[src/rtl/serial_ripple_borrow_subtractor.sv]
// Bit-serial subtractor: computes Diff = A - B - Bin (mod 2^WIDTH) one bit per
// clock, LSB first, using a single full-subtractor cell and a borrow register.
//
// Ports
//   clk    : clock, all state updates on the rising edge
//   rst    : synchronous active-high reset
//   start  : begin a subtraction (accepted in IDLE or DONE, ignored in RUN)
//   A, B   : minuend / subtrahend, captured on an accepted start
//   Bin    : borrow-in, captured on an accepted start
//   busy   : high while the operation is in progress (RUN)
//   done   : one-cycle pulse, Diff/Bout valid
//   Diff   : result, held from the DONE cycle until it is overwritten
//   Bout   : final borrow-out (A < B + Bin)
module serial_ripple_borrow_subtractor #(
    parameter int unsigned WIDTH = 4
) (
    input  logic             clk,
    input  logic             rst,
    input  logic             start,
    input  logic [WIDTH-1:0] A,
    input  logic [WIDTH-1:0] B,
    input  logic             Bin,
    output logic             busy,
    output logic             done,
    output logic [WIDTH-1:0] Diff,
    output logic             Bout
);

    localparam int unsigned CNT_W = (WIDTH > 1) ? $clog2(WIDTH) : 1;

    typedef enum logic [1:0] {
        IDLE = 2'd0,
        RUN  = 2'd1,
        DONE = 2'd2
    } state_t;

    state_t             state;
    state_t             state_next;

    logic [WIDTH-1:0]   a_sr;
    logic [WIDTH-1:0]   b_sr;
    logic [WIDTH-1:0]   res_sr;
    logic               br;
    logic [CNT_W-1:0]   cnt;

    logic               accept_c;
    logic               last_bit_c;
    logic               d_c;
    logic               br_next_c;
    logic [WIDTH-1:0]   res_next_c;

    // Full-subtractor cell on the current LSBs and the borrow register
    always_comb begin
        d_c        = a_sr[0] ^ b_sr[0] ^ br;
        br_next_c  = (~a_sr[0] & b_sr[0]) | (~a_sr[0] & br) | (b_sr[0] & br);
        // New bit enters at the MSB so the first (LSB) bit lands at bit 0 after WIDTH shifts
        res_next_c = {d_c, res_sr[WIDTH-1:1]};
    end

    // Next-state logic
    always_comb begin
        state_next = state;
        accept_c   = 1'b0;
        last_bit_c = 1'b0;
        case (state)
            IDLE: begin
                if (start) begin
                    accept_c   = 1'b1;
                    state_next = RUN;
                end
            end
            RUN: begin
                if (cnt == CNT_W'(WIDTH - 1)) begin
                    last_bit_c = 1'b1;
                    state_next = DONE;
                end
            end
            DONE: begin
                if (start) begin
                    accept_c   = 1'b1;
                    state_next = RUN;
                end else begin
                    state_next = IDLE;
                end
            end
            default: state_next = IDLE;
        endcase
    end

    // State register
    always_ff @(posedge clk) begin
        if (rst) begin
            state <= IDLE;
        end else begin
            state <= state_next;
        end
    end

    // Datapath and registered outputs
    always_ff @(posedge clk) begin
        if (rst) begin
            a_sr   <= '0;
            b_sr   <= '0;
            res_sr <= '0;
            br     <= 1'b0;
            cnt    <= '0;
            busy   <= 1'b0;
            done   <= 1'b0;
            Diff   <= '0;
            Bout   <= 1'b0;
        end else begin
            busy <= (state_next == RUN);
            done <= (state_next == DONE);
            if (accept_c) begin
                a_sr   <= A;
                b_sr   <= B;
                br     <= Bin;
                res_sr <= '0;
                cnt    <= '0;
            end else if (state == RUN) begin
                a_sr   <= a_sr >> 1;
                b_sr   <= b_sr >> 1;
                br     <= br_next_c;
                res_sr <= res_next_c;
                cnt    <= cnt + CNT_W'(1);
                // Outputs change only when the full result is available
                if (last_bit_c) begin
                    Diff <= res_next_c;
                    Bout <= br_next_c;
                end
            end
        end
    end

endmodule

[config.mk]
export PLATFORM = sky130hd
export DESIGN_NAME = serial_ripple_borrow_subtractor
export DESIGN_NICKNAME = d
export VERILOG_FILES = /design/src/rtl/serial_ripple_borrow_subtractor.sv
export SDC_FILE = /design/constraint.sdc
export NUM_CORES = 1
export LEC_CHECK = 0
export BUFFER_PORTS_ARGS = -buffer_cell sky130_fd_sc_hd__buf_2
export CAP_MARGIN = 20
export CORE_MARGIN = 1.5
export CORE_UTILIZATION = 51
export DETAILED_ROUTE_END_ITERATION = 10
export MAX_ROUTING_LAYER = met4
export PLACE_DENSITY = 0.77
export SLEW_MARGIN = 20
export SYNTH_ARGS = -nofsm -noshare
export SYNTH_HDL_FRONTEND = slang
export SYNTH_SLANG_ARGS = --single-unit
[constraint.sdc]
create_clock -name clk -period 1.67 [get_ports clk]
set_input_delay 0.2505 -clock clk [delete_from_list [all_inputs] [get_ports clk]]
set_output_delay 0.2505 -clock clk [all_outputs]
set_load 0.03 [all_outputs]
; Yosys cells after proc, flatten, opt, wreduce, memory -nomap -nowiden
; Index checks and enable logic that the tools add are counted.
[word_totals]
reg_bits = 24
in_bits = 12
out_inout_bits = 7
word_cells = 44
[op_classes]
n_addsub = 1
n_eq_ne = 5
n_mux = 14
bitwise = 9
reduce_logical = 5
[ops]
columns = op, count
row1 = $mux 4, 4
row2 = $mux 1, 7
row3 = $eq 2x2->1 const B, 3
row4 = $pmux 2 s3, 1
row5 = $eq 2x1->1 const B, 2
row6 = $mux 2, 2
row7 = $reduce_or 2->1, 2
row8 = $and 1x1->1, 3
row9 = $reduce_and 3->1, 1
row10 = $add 2x1->2 const B, 1
row11 = $logic_not 2->1, 1
row12 = $not 1->1, 2
row13 = $or 1x1->1, 2
row14 = $reduce_bool 2->1, 1
row15 = $xor 1x1->1, 2

; Depth between registers and ports, before layout
; Gate-level depths: netlist of run 1.
[logic_depth]
word_depth = 6
depth_mapped = 5
ltp_nobuf = 4

; Worst setup path after synthesis of run 1
; OpenSTA, ideal clock, no wires.
[synth_path]
path_kind = register to register
start = register a_sr[0]
end = register Diff[3]
setup_time_ns = 0.091
t_arrival_ns = 1.062
required_time_ns = 1.579
setup_slack_ns = 0.517
stages_incl_launch_ff = 4
path_buffers = 0
synth_period_minus_slack_ns = 1.153
path_cell_list = dfxtp_1 inv_1 fa_1 a311oi_1
[synth_via]
elab_chain_cells = 2
[synth_rtl]
columns = item, line
row1 = from (decl), 40  ; logic [WIDTH-1:0] a_sr;
row2 = from (signal assigned), 121  ; a_sr <= a_sr >> 1;
row3 = $xor 1x1->1 (2 in series), 54  ; d_c = a_sr[0] ^ b_sr[0] ^ br;
row4 = to (signal assigned), 128  ; Diff <= res_next_c;
row5 = to (decl), 25  ; output logic [WIDTH-1:0] Diff,
; No other way between the ends.
; A chain may end at the register's enable or synchronous reset.

; Final worst setup path of run 1
[layout_path]
start = register state[0]
end = register res_sr[3]
[layout_via]
elab_chain_cells = 4
elab_cells_between_ends = 6
classes_between = 2 x eq/ne / 1 x mux / 3 x reduce/logical
[layout_rtl]
columns = item, line
row1 = from (decl), 37  ; state_t state;
row2 = from (signal assigned), 95  ; state <= state_next;
row3 = $eq 2x2->1 or $logic_not 2->1 (tied branches), 65  ; case (state)
row4 = $reduce_or 2->1 (no line), --
row5 = $mux 1, --
row6 = $reduce_or 2->1 (no line), --
row7 = to (signal assigned), 124  ; res_sr <= res_next_c;
row8 = to (decl), 42  ; logic [WIDTH-1:0] res_sr;
; Several ways; a longest one is shown, not always the timed one.

==> run_results.csv, run 1 <==
group,metric,value,unit
synth,yosysMostFrequentCell,"dfxtp_1",
final_layout,num_antenna_cells,0,
route,vias,718,
worst_hold_path,hold_start,"A[1]",
critical_path,crit_type,"flip-flop to flip-flop",
place,dp.cells,135,
clocking,post_cts_resized,0,
synth,synthTopCellsByCount,"dfxtp_1 (23), nand2_1 (14), a21oi_1 (11)",
die,boundaryPins,19,
place,dpl-instance-area,988,µm²
synth,ys_seq_area_share,50.7,%
clocking,cts-htree-levels,1,
global_routing,grt_pass1_vias,619,
critical_path,worstReg2RegStart,"state[0]",
sta,fin_ws,0.276,ns
global_routing,grt_max_degree,22,
synth,synth_area_leader_cell,"dfxtp_1",
synth,syn_avg_cell_area,9.18,µm²
global_routing,antenna_found_initial,0,
critical_path,worstPathRequired,1.89,ns
synth,async_reset_ff_share,0,%
synth,synthCells,99,
route,firstDrtPassIters,4,
synth,synth_nets,113,
final_layout,areaGrowthSynthToFinish,11.7,%
sta,clock.fmax,717,MHz
final_layout,final_cells,139,
place,io_buffers,18,
synth,post-synth-top-area-fraction,50.7,%
synth,synth-edff-count,0,
clocking,clock_sink_count,23,
clocking,clk_latency,0.30,ns
route,routed_wl,1610,µm
sta,rsz0062_at_grt,"no",
synth,ys_top_cells_by_area,"dfxtp_1 (51%), a21oi_1 (6.1%), nand2_1 (5.8%), nand3_1 (3.9%), nor3_1 (3.3%)",
sta,setup_viol,0,
clocking,cts_root_buf,"clkbuf_4",
sta,period_minus_slack,1.39,ns
pwr,p_per_area,951,nW/µm²
sta,fin_skew,0.00198,ns
synth,yosys_warnings,0,
sta,tightest_slew,0.442,ns
sta,slew_headroom,70.5,%
synth,ys_types,26,
critical_path,startpoint_type,"flip-flop",
route,antenna_left,0,
die,die_height,45.2,µm
critical_path,rrSetupSlack,0.28,ns
final_layout,nNetsFinal,129,
clocking,cts_hold_buf,0,
die,die_area,2040,µm²
critical_path,cp_max_fo,11,
clocking,cts.path.max_buffers,2,
sta,tns,0,ns
place,dp_hpwl,1180,µm
final_layout,drive_gt1_share,21.9,%
worst_hold_path,hp-class,"primary input to flip-flop",
die,rows,15,
sta,final.period_utilization,83.5,%
global_routing,grtUsageTotal,18.5,%
global_routing,grt_pass1_wl,2620,µm
route,viasPerCell,5.17,
critical_path,cp.arrival,1.61,ns
outcome,status,"finished clean",
final_layout,post-route-util,59.4,%
synth,syn-cell-area,908,µm²
route,drc,0,
critical_path,end_kind,"flip-flop",
die,dieWidth,45.2,µm
clocking,path_clk_slew,0.12,ns
synth,ys_ff_latch,23,
die,fp.coreArea,1710,µm²
clocking,cts_tree,"yes",
pwr,irDropWorstVdd,0.541,mV
critical_path,ff2ff_path_depth,3,
clocking,postCtsSetupRepairBufs,0,
critical_path,reg2reg_to,"res_sr[3]",
synth,synthFlopType,"dfxtp_1",
sta,maxSlewViolCount,0,
job,max-cap-violations,0,
global_routing,grt_overflow,0,
route,drt_iter0_drc,9,
place,gp_congestion,0.762,
pwr,power.total,0.965,mW
sta,worst_hold_slack,0.217,ns
clocking,numCtsBuffers,3,
place,place_ws,0.303,ns
final_layout,final_area,1010,µm²
worst_hold_path,hold_depth,3,
worst_hold_path,hold_end,"a_sr[1]",
sta,hold_viol,0,
pwr,leakage,0.396,nW
route,wl_per_cell,11.6,µm
die,start_util,53.2,%
[where the power goes]
part | switching [mW] | internal [mW]
logic | 0.0735 | 0.0524
registers | 0.0159 | 0.575
clock network | 0.155 | 0.0930
[worst max-delay path, stage by stage, from the launching register on]
cell and delay (ns):
dfxtp_1 0.42, nand2b_1 0.41, nand2b_1 0.22, a211oi_1 0.27
[final cells by class]
| class | instances | area [µm²] |
|---|---|---|
| clock buffers | 4 | 26.3 |
| repair buffers | 19 | 97.6 |
| multi-input cells | 67 | 395 |
| flip-flops and latches | 23 | 460 |
| fillers | 158 | 693 |
| inverters | 1 | 3.75 |
| well taps | 25 | 31.3 |
[state kept, by name, indices dropped and copies added, names as in the netlist, 2 cells and up]
| name | flops |
|---|---|
| Diff | 4 |
| a_sr | 4 |
| b_sr | 4 |
| res_sr | 3 |
| cnt | 2 |
| state | 2 |
[routing by layer]
layer	GRT usage [%]	up-vias	share of wire, %
met5	-	-	0
met4	8.82	0	0.75
met3	2.40	2	2.2
met2	30.3	9	52
met1	22.5	332	45
li1	-	375	-
[how the worst max path moves through the flow]
stage              from        end  slack, ns  cells past startpoint
2_1_floorplan   a_sr[0]    Diff[3]       0.52                      3
3_3_place_gp     cnt[0]       Bout       0.44                      4
3_5_place_dp   state[0]  res_sr[3]       0.30                      3
4_1_cts        state[0]  res_sr[3]       0.28                      3
5_1_grt        state[0]  res_sr[3]       0.18                      3
6_report       state[0]  res_sr[3]       0.28                      3
[cell usage in the layout, fill, tap and decap left out, drive strengths merged, types with 2 or more instances in the layout]
cell,synthesis,routed
a311oi,3,3
a21oi,11,11
buf,7,19
nor2,8,8
nand2,14,14
nand3,7,7
nor3,6,6
o22ai,2,2
a22oi,3,3
clkbuf,1,4
nand2b,3,3
mux2i,2,2
dfxtp,23,23
[cell families (layout without fill, tap and decap cells)]
kind of cell	Yosys count	in the layout	share of synthesized area, %
xor+xnor	1	1	0.964
mux	2	2	2.20
fa+ha+maj	2	2	3.58
buf+inv	9	24	5.78
compound gates	21	21	15.8
flops	23	23	50.7
simple gates	41	41	20.9
Power figures use the tool's default switching activity.
==> inputs of run 2 (changes only) <==
--- a/config.mk
+++ b/config.mk
@@ -8,10 +8,10 @@
 export BUFFER_PORTS_ARGS = -buffer_cell sky130_fd_sc_hd__buf_2
 export CAP_MARGIN = 20
 export CORE_MARGIN = 1.5
-export CORE_UTILIZATION = 51
+export CORE_UTILIZATION = 46
 export DETAILED_ROUTE_END_ITERATION = 10
 export MAX_ROUTING_LAYER = met4
-export PLACE_DENSITY = 0.77
+export PLACE_DENSITY = 0.74
 export SLEW_MARGIN = 20
 export SYNTH_ARGS = -nofsm -noshare
 export SYNTH_HDL_FRONTEND = slang
==> constraint.sdc (replaced) <==
create_clock -name clk -period 1.2 [get_ports clk]
set_input_delay 0.18 -clock clk [delete_from_list [all_inputs] [get_ports clk]]
set_output_delay 0.18 -clock clk [all_outputs]
set_load 0.03 [all_outputs]
==> run 2 against run 1 <==
Combinational power up 57%. Clock power up 45%. Hold slack worse by 0.17 ns. First-iteration DRC count up 33%. Count of clock-buffer cells in the layout down 1. Critical path depth down 1. Power up 43%. Design area up 5.9%. Critical path type unchanged. Critical endpoint is now Diff[3]. Largest power group unchanged. Highest routed layer unchanged.
==> run_results.csv, run 2 (same netlist as run 1, synthesis figures left out) <==
group,metric,value,unit
clocking,cts_tree,"yes",
critical_path,end_kind,"flip-flop",
clocking,cts_hold_buf,0,
route,firstDrtPassIters,3,
global_routing,grt_pass1_wl,2690,µm
clocking,numCtsBuffers,3,
worst_hold_path,hp-class,"primary input to flip-flop",
sta,tightest_slew,0.344,ns
pwr,power_frac_comb,14.3,%
route,wl_per_cell,11.8,µm
global_routing,antenna_found_initial,0,
pwr,internal_power,1.01,mW
final_layout,num_antenna_cells,0,
sta,fin_ws,0.0611,ns
critical_path,cp.arrival,1.33,ns
sta,worst_hold_slack,0.0465,ns
clocking,clock_sink_count,23,
clocking,clk_latency,0.31,ns
sta,setup_viol,0,
global_routing,grt_overflow,0,
sta,fin_skew,0.00749,ns
global_routing,grt_pass1_vias,613,
final_layout,drive_gt1_share,30.0,%
critical_path,worstPathRequired,1.39,ns
place,dpl-instance-area,1030,µm²
route,antenna_left,0,
final_layout,nNetsFinal,135,
clocking,path_clk_slew,0.13,ns
die,die_area,2250,µm²
sta,clock.fmax,878,MHz
critical_path,startpoint_type,"flip-flop",
pwr,p_switching,0.367,mW
die,start_util,50.9,%
final_layout,final_area,1070,µm²
die,rows,15,
route,drt_iter0_drc,12,
sta,maxSlewViolCount,0,
final_layout,mostFrequentLayoutCells,"dfxtp_1 (21), buf_2 (18), nand2_1 (14)",
clocking,cts_root_buf,"clkbuf_4",
die,fp.coreArea,1780,µm²
route,viasPerCell,5.19,
sta,hold_viol,0,
pwr,irDropWorstVdd,0.780,mV
final_layout,final_common_cell,"dfxtp_1",
clocking,cts.path.max_buffers,2,
die,boundaryPins,19,
sta,final.period_utilization,94.9,%
sta,period_minus_slack,1.14,ns
route,drc,0,
critical_path,crit_type,"flip-flop to flip-flop",
route,vias,752,
final_layout,areaGrowthSynthToFinish,18.3,%
pwr,p_per_area,1280,nW/µm²
global_routing,grtUsageTotal,17.8,%
die,dieWidth,47.4,µm
route,routed_wl,1710,µm
place,place_ws,-0.0106,ns
global_routing,grt_max_degree,22,
pwr,p_clk_share,26.0,%
critical_path,cp_max_fo,2,
pwr,seq_power_share,59.7,%
clocking,cts-htree-levels,1,
die,die_height,47.4,µm
place,gp_congestion,0.766,
outcome,status,"finished clean",
critical_path,ff2ff_path_depth,2,
job,max-cap-violations,0,
pwr,swShare,26.5,%
place,io_buffers,18,
final_layout,reg.largest.list,"Diff x4, a_sr x4, b_sr x4",
place,dp_hpwl,1200,µm
worst_hold_path,hold_depth,2,
sta,rsz0062_at_grt,"no",
sta,slew_headroom,77.1,%
pwr,leakage,0.428,nW
run 2: cell count changes in the layout (fill, tap and decap cells not counted), sizes merged:
cell and change:
buf +5, and2b +1, clkbuf -1, clkinv +1
run 2: per-layer routing:
layer	track usage, %	wire [µm]	up-vias
li1	-	-	382
met1	22.2	796	354
met2	27.8	839	11
met3	4.53	50	5
met4	6.67	23	0
met5	-	0	-
run 2: area by class of cell:
type                            instances  area [µm²]
Fill cell                             164         708
Clock buffer                            3        22.5
Multi-Input combinational cell         68         414
Sequential cell                        23         463
Timing Repair Buffer                   24         135
Clock inverter                          1        5.00
Inverter                                1        3.75
Tap cell                               25        31.3
run 2: repair_timing:
action	CTS	global route
resized for setup	1	4
pin swaps	1	2
endpoints found under the setup margin	2	10
cloned	0	1
setup buffers	0	0
run 2: worst paths after layout:
| kind | from | end | slack [ns] |
|---|---|---|---|
| setup / recovery | br | Diff[3] | 0.06 |
| hold / removal | rst | b_sr[2] | 0.05 |
| setup reg to reg | br | Diff[3] | 0.06 |
| hold reg to reg | Diff[2] | Diff[2] | 0.46 |
run 2: power by group through the flow:
stage               Sequential [mW]  Clock, mW  Combinational, mW
CTS                           0.822      0.354              0.190
finish                        0.824      0.359              0.198
detailed placement            0.838          0              0.189
global route                  0.830      0.398              0.219
global placement              0.837          0              0.183
floorplan                     0.840          0              0.139
run 2: worst max-delay path, stage by stage (launching register included):
cell,delay [ns]
dfxtp_1,0.35
fa_2,0.58
a311oi_2,0.08
run 2: metrics by stage:
step | instances | power (mW) | setup TNS, ns | utilization [%]
2_1_floorplan | 99 | 0.978 | 0 | -
3_3_place_gp | 140 | 1.02 | 0 | 57.5
3_5_place_dp | 140 | 1.03 | -0.0106 | 57.5
4_1_cts | 144 | 1.37 | 0 | 59.2
5_1_grt | 145 | 1.45 | 0 | 60.3
6_report | 145 | 1.38 | 0 | 60.3
==> inputs of run 3 (changes only) <==
--- a/config.mk
+++ b/config.mk
@@ -7,11 +7,11 @@
 export LEC_CHECK = 0
 export BUFFER_PORTS_ARGS = -buffer_cell sky130_fd_sc_hd__buf_2
 export CAP_MARGIN = 20
-export CORE_MARGIN = 1.5
-export CORE_UTILIZATION = 46
+export CORE_UTILIZATION = 49
+export CTS_BUF_LIST = sky130_fd_sc_hd__clkbuf_8
 export DETAILED_ROUTE_END_ITERATION = 10
 export MAX_ROUTING_LAYER = met4
-export PLACE_DENSITY = 0.74
+export PLACE_DENSITY = 0.78
 export SLEW_MARGIN = 20
 export SYNTH_ARGS = -nofsm -noshare
 export SYNTH_HDL_FRONTEND = slang
==> constraint.sdc (replaced) <==
create_clock -name clk -period 1.2 [get_ports clk]
set_input_delay 0.24 -clock clk [delete_from_list [all_inputs] [get_ports clk]]
set_output_delay 0.24 -clock clk [all_outputs]
set_load 0.03 [all_outputs]
==> run 3 against run 2 <==
Clock skew decreased by 0.0034 ns. Register-to-register slack got worse by 0.02 ns. Final cell count unchanged. Design area increased by 2.7%. Critical path depth unchanged. Maximum frequency decreased by 1.5%. Sequential power about the same. Clock power increased by 30%. Global-route usage increased by 3.8 points. Non-clock buffer count unchanged. Core utilization increased by 3.6 points.
==> run_results.csv, run 3 (same netlist as run 1, synthesis figures left out) <==
group,metric,value,unit
outcome,status,"finished clean",
global_routing,grtUsageTotal,21.6,%
route,drc,0,
route,wl_per_cell,13.1,µm
global_routing,grt_pass1_vias,737,
sta,maxSlewViolCount,0,
global_routing,grt_pass1_wl,2990,µm
final_layout,final_cells,145,
final_layout,nNetsFinal,135,
critical_path,path_cells,"fa_2 -> a311oi_2",
final_layout,fill_cells,154,
die,dieWidth,45.1,µm
global_routing,antenna_found_initial,0,
global_routing,grt_max_degree,16,
die,fp.coreArea,1730,µm²
die,die_height,45.1,µm
place,dp.cells,140,
final_layout,post-route-util,63.9,%
critical_path,crit_type,"flip-flop to flip-flop",
die,rows,15,
clocking,numCtsBuffers,3,
sta,final.period_utilization,96.4,%
sta,period_minus_slack,1.16,ns
route,viasPerCell,5.39,
route,firstDrtPassIters,4,
die,die_area,2030,µm²
critical_path,cp_slowest_stage_delay,0.60,ns
pwr,p_per_area,1360,nW/µm²
sta,fin_skew,0.00411,ns
route,routed_wl,1900,µm
die,start_util,52.6,%
critical_path,crit_path_top_delay_cell,"fa_2",
clocking,cts_root_buf,"clkbuf_8",
place,gp_congestion,0.776,
clocking,clock_sink_count,23,
clocking,cts_tree,"yes",
clocking,path_clk_slew,0.08,ns
critical_path,end_kind,"flip-flop",
pwr,leakage,0.436,nW
final_layout,final_common_cell,"dfxtp_1",
route,vias,781,
sta,rsz0062_at_grt,"no",
clocking,clk_latency,0.26,ns
job,max-cap-violations,0,
critical_path,startpoint_type,"flip-flop",
place,dp_hpwl,1280,µm
sta,tightest_slew,0.247,ns
route,drt_iter0_drc,26,
final_layout,areaGrowthSynthToFinish,21.5,%
final_layout,reg.largest.list,"Diff x4, a_sr x4, b_sr x4",
sta,slew_headroom,83.5,%
sta,clock.fmax,865,MHz
die,boundaryPins,19,
sta,hold_viol,0,
route,antenna_left,0,
final_layout,num_antenna_cells,0,
sta,setup_viol,0,
place,io_buffers,18,
pwr,irDropWorstVdd,0.907,mV
global_routing,grt_overflow,0,
final_layout,mostFrequentLayoutCells,"dfxtp_1 (19), buf_2 (18), nand2_1 (14)",
final_layout,drive_gt1_share,34.2,%
critical_path,cp.arrival,1.30,ns
critical_path,cp_max_fo,2,
clocking,cts.path.max_buffers,2,
clocking,cts-htree-levels,1,
worst_hold_path,hp-class,"primary input to flip-flop",
critical_path,worstPathRequired,1.34,ns
-- run 3: cell count changes in the layout (fill, tap and decap cells not counted), sizes merged --
cell / before / now
clkinv: 1 / 0
inv: 1 / 2
-- run 3: path summary, 6_finish.rpt --
kind              startpoint      end  slack (ns)  cells after the start
setup / recovery          br  Diff[3]        0.04                      2
hold / removal           rst  b_sr[2]        0.21                      2
setup reg to reg          br  Diff[3]        0.04                      2
hold reg to reg      Diff[0]  Diff[0]        0.46                      2
-- run 3: critical path: cells and delay by family, from the launching register on --
family                   cells  cell delay, ns
adder cells (fa/ha/maj)      1            0.60
flip-flops                   1            0.34
AO/OA/AOI/OAI                1            0.09
-- run 3: routing by layer --
metal	routed length, µm	part of all wire (%)	track usage (%)
met1	851	45	22.9
met2	974	51	38.0
met3	65	3.4	3.60
met4	12	0.63	11.5
met5	0	0	-
-- run 3: area by class of cell --
cell class	instances	area [µm²]	area share [%]
timing repair buffer	24	135	12.2
multi-input combinational	68	423	38.3
inverter	1	3.75	0.340
clock inverter	1	3.75	0.340
sequential	23	465	42.2
tap	25	31.3	2.83
clock buffer	3	41.3	3.74
-- run 3: per-stage QoR --
stage | TNS (ns) | hold slack, ns | power, mW | setup WS [ns] | area [µm²]
after global routing | 0 | 0.201 | 1.58 | 0.00545 | 1100
after global placement | 0 | 0.441 | 1.02 | 0.0375 | 1030
final | 0 | 0.210 | 1.50 | 0.0436 | 1100
after detailed placement | -0.0359 | 0.450 | 1.03 | -0.0359 | 1030
after CTS | 0 | 0.195 | 1.49 | 0.00376 | 1090
after floorplan | 0 | 0.424 | 0.978 | 0.0471 | 908
-- run 3: timing repair --
item                                    in CTS  in global routing
endpoints found under the setup margin       3                 11
setup buffers                                0                  0
resized for setup                            3                  8
pin swaps                                    2                  1
gates cloned                                 1                  0
hold buffers                                 0                  0
-- run 3: power breakdown --
part           leakage, nW  internal (mW)  switching, mW
clock               0.0269          0.228          0.240
combinational        0.220         0.0931          0.115
sequential           0.189          0.802         0.0257
total                0.436           1.12          0.381
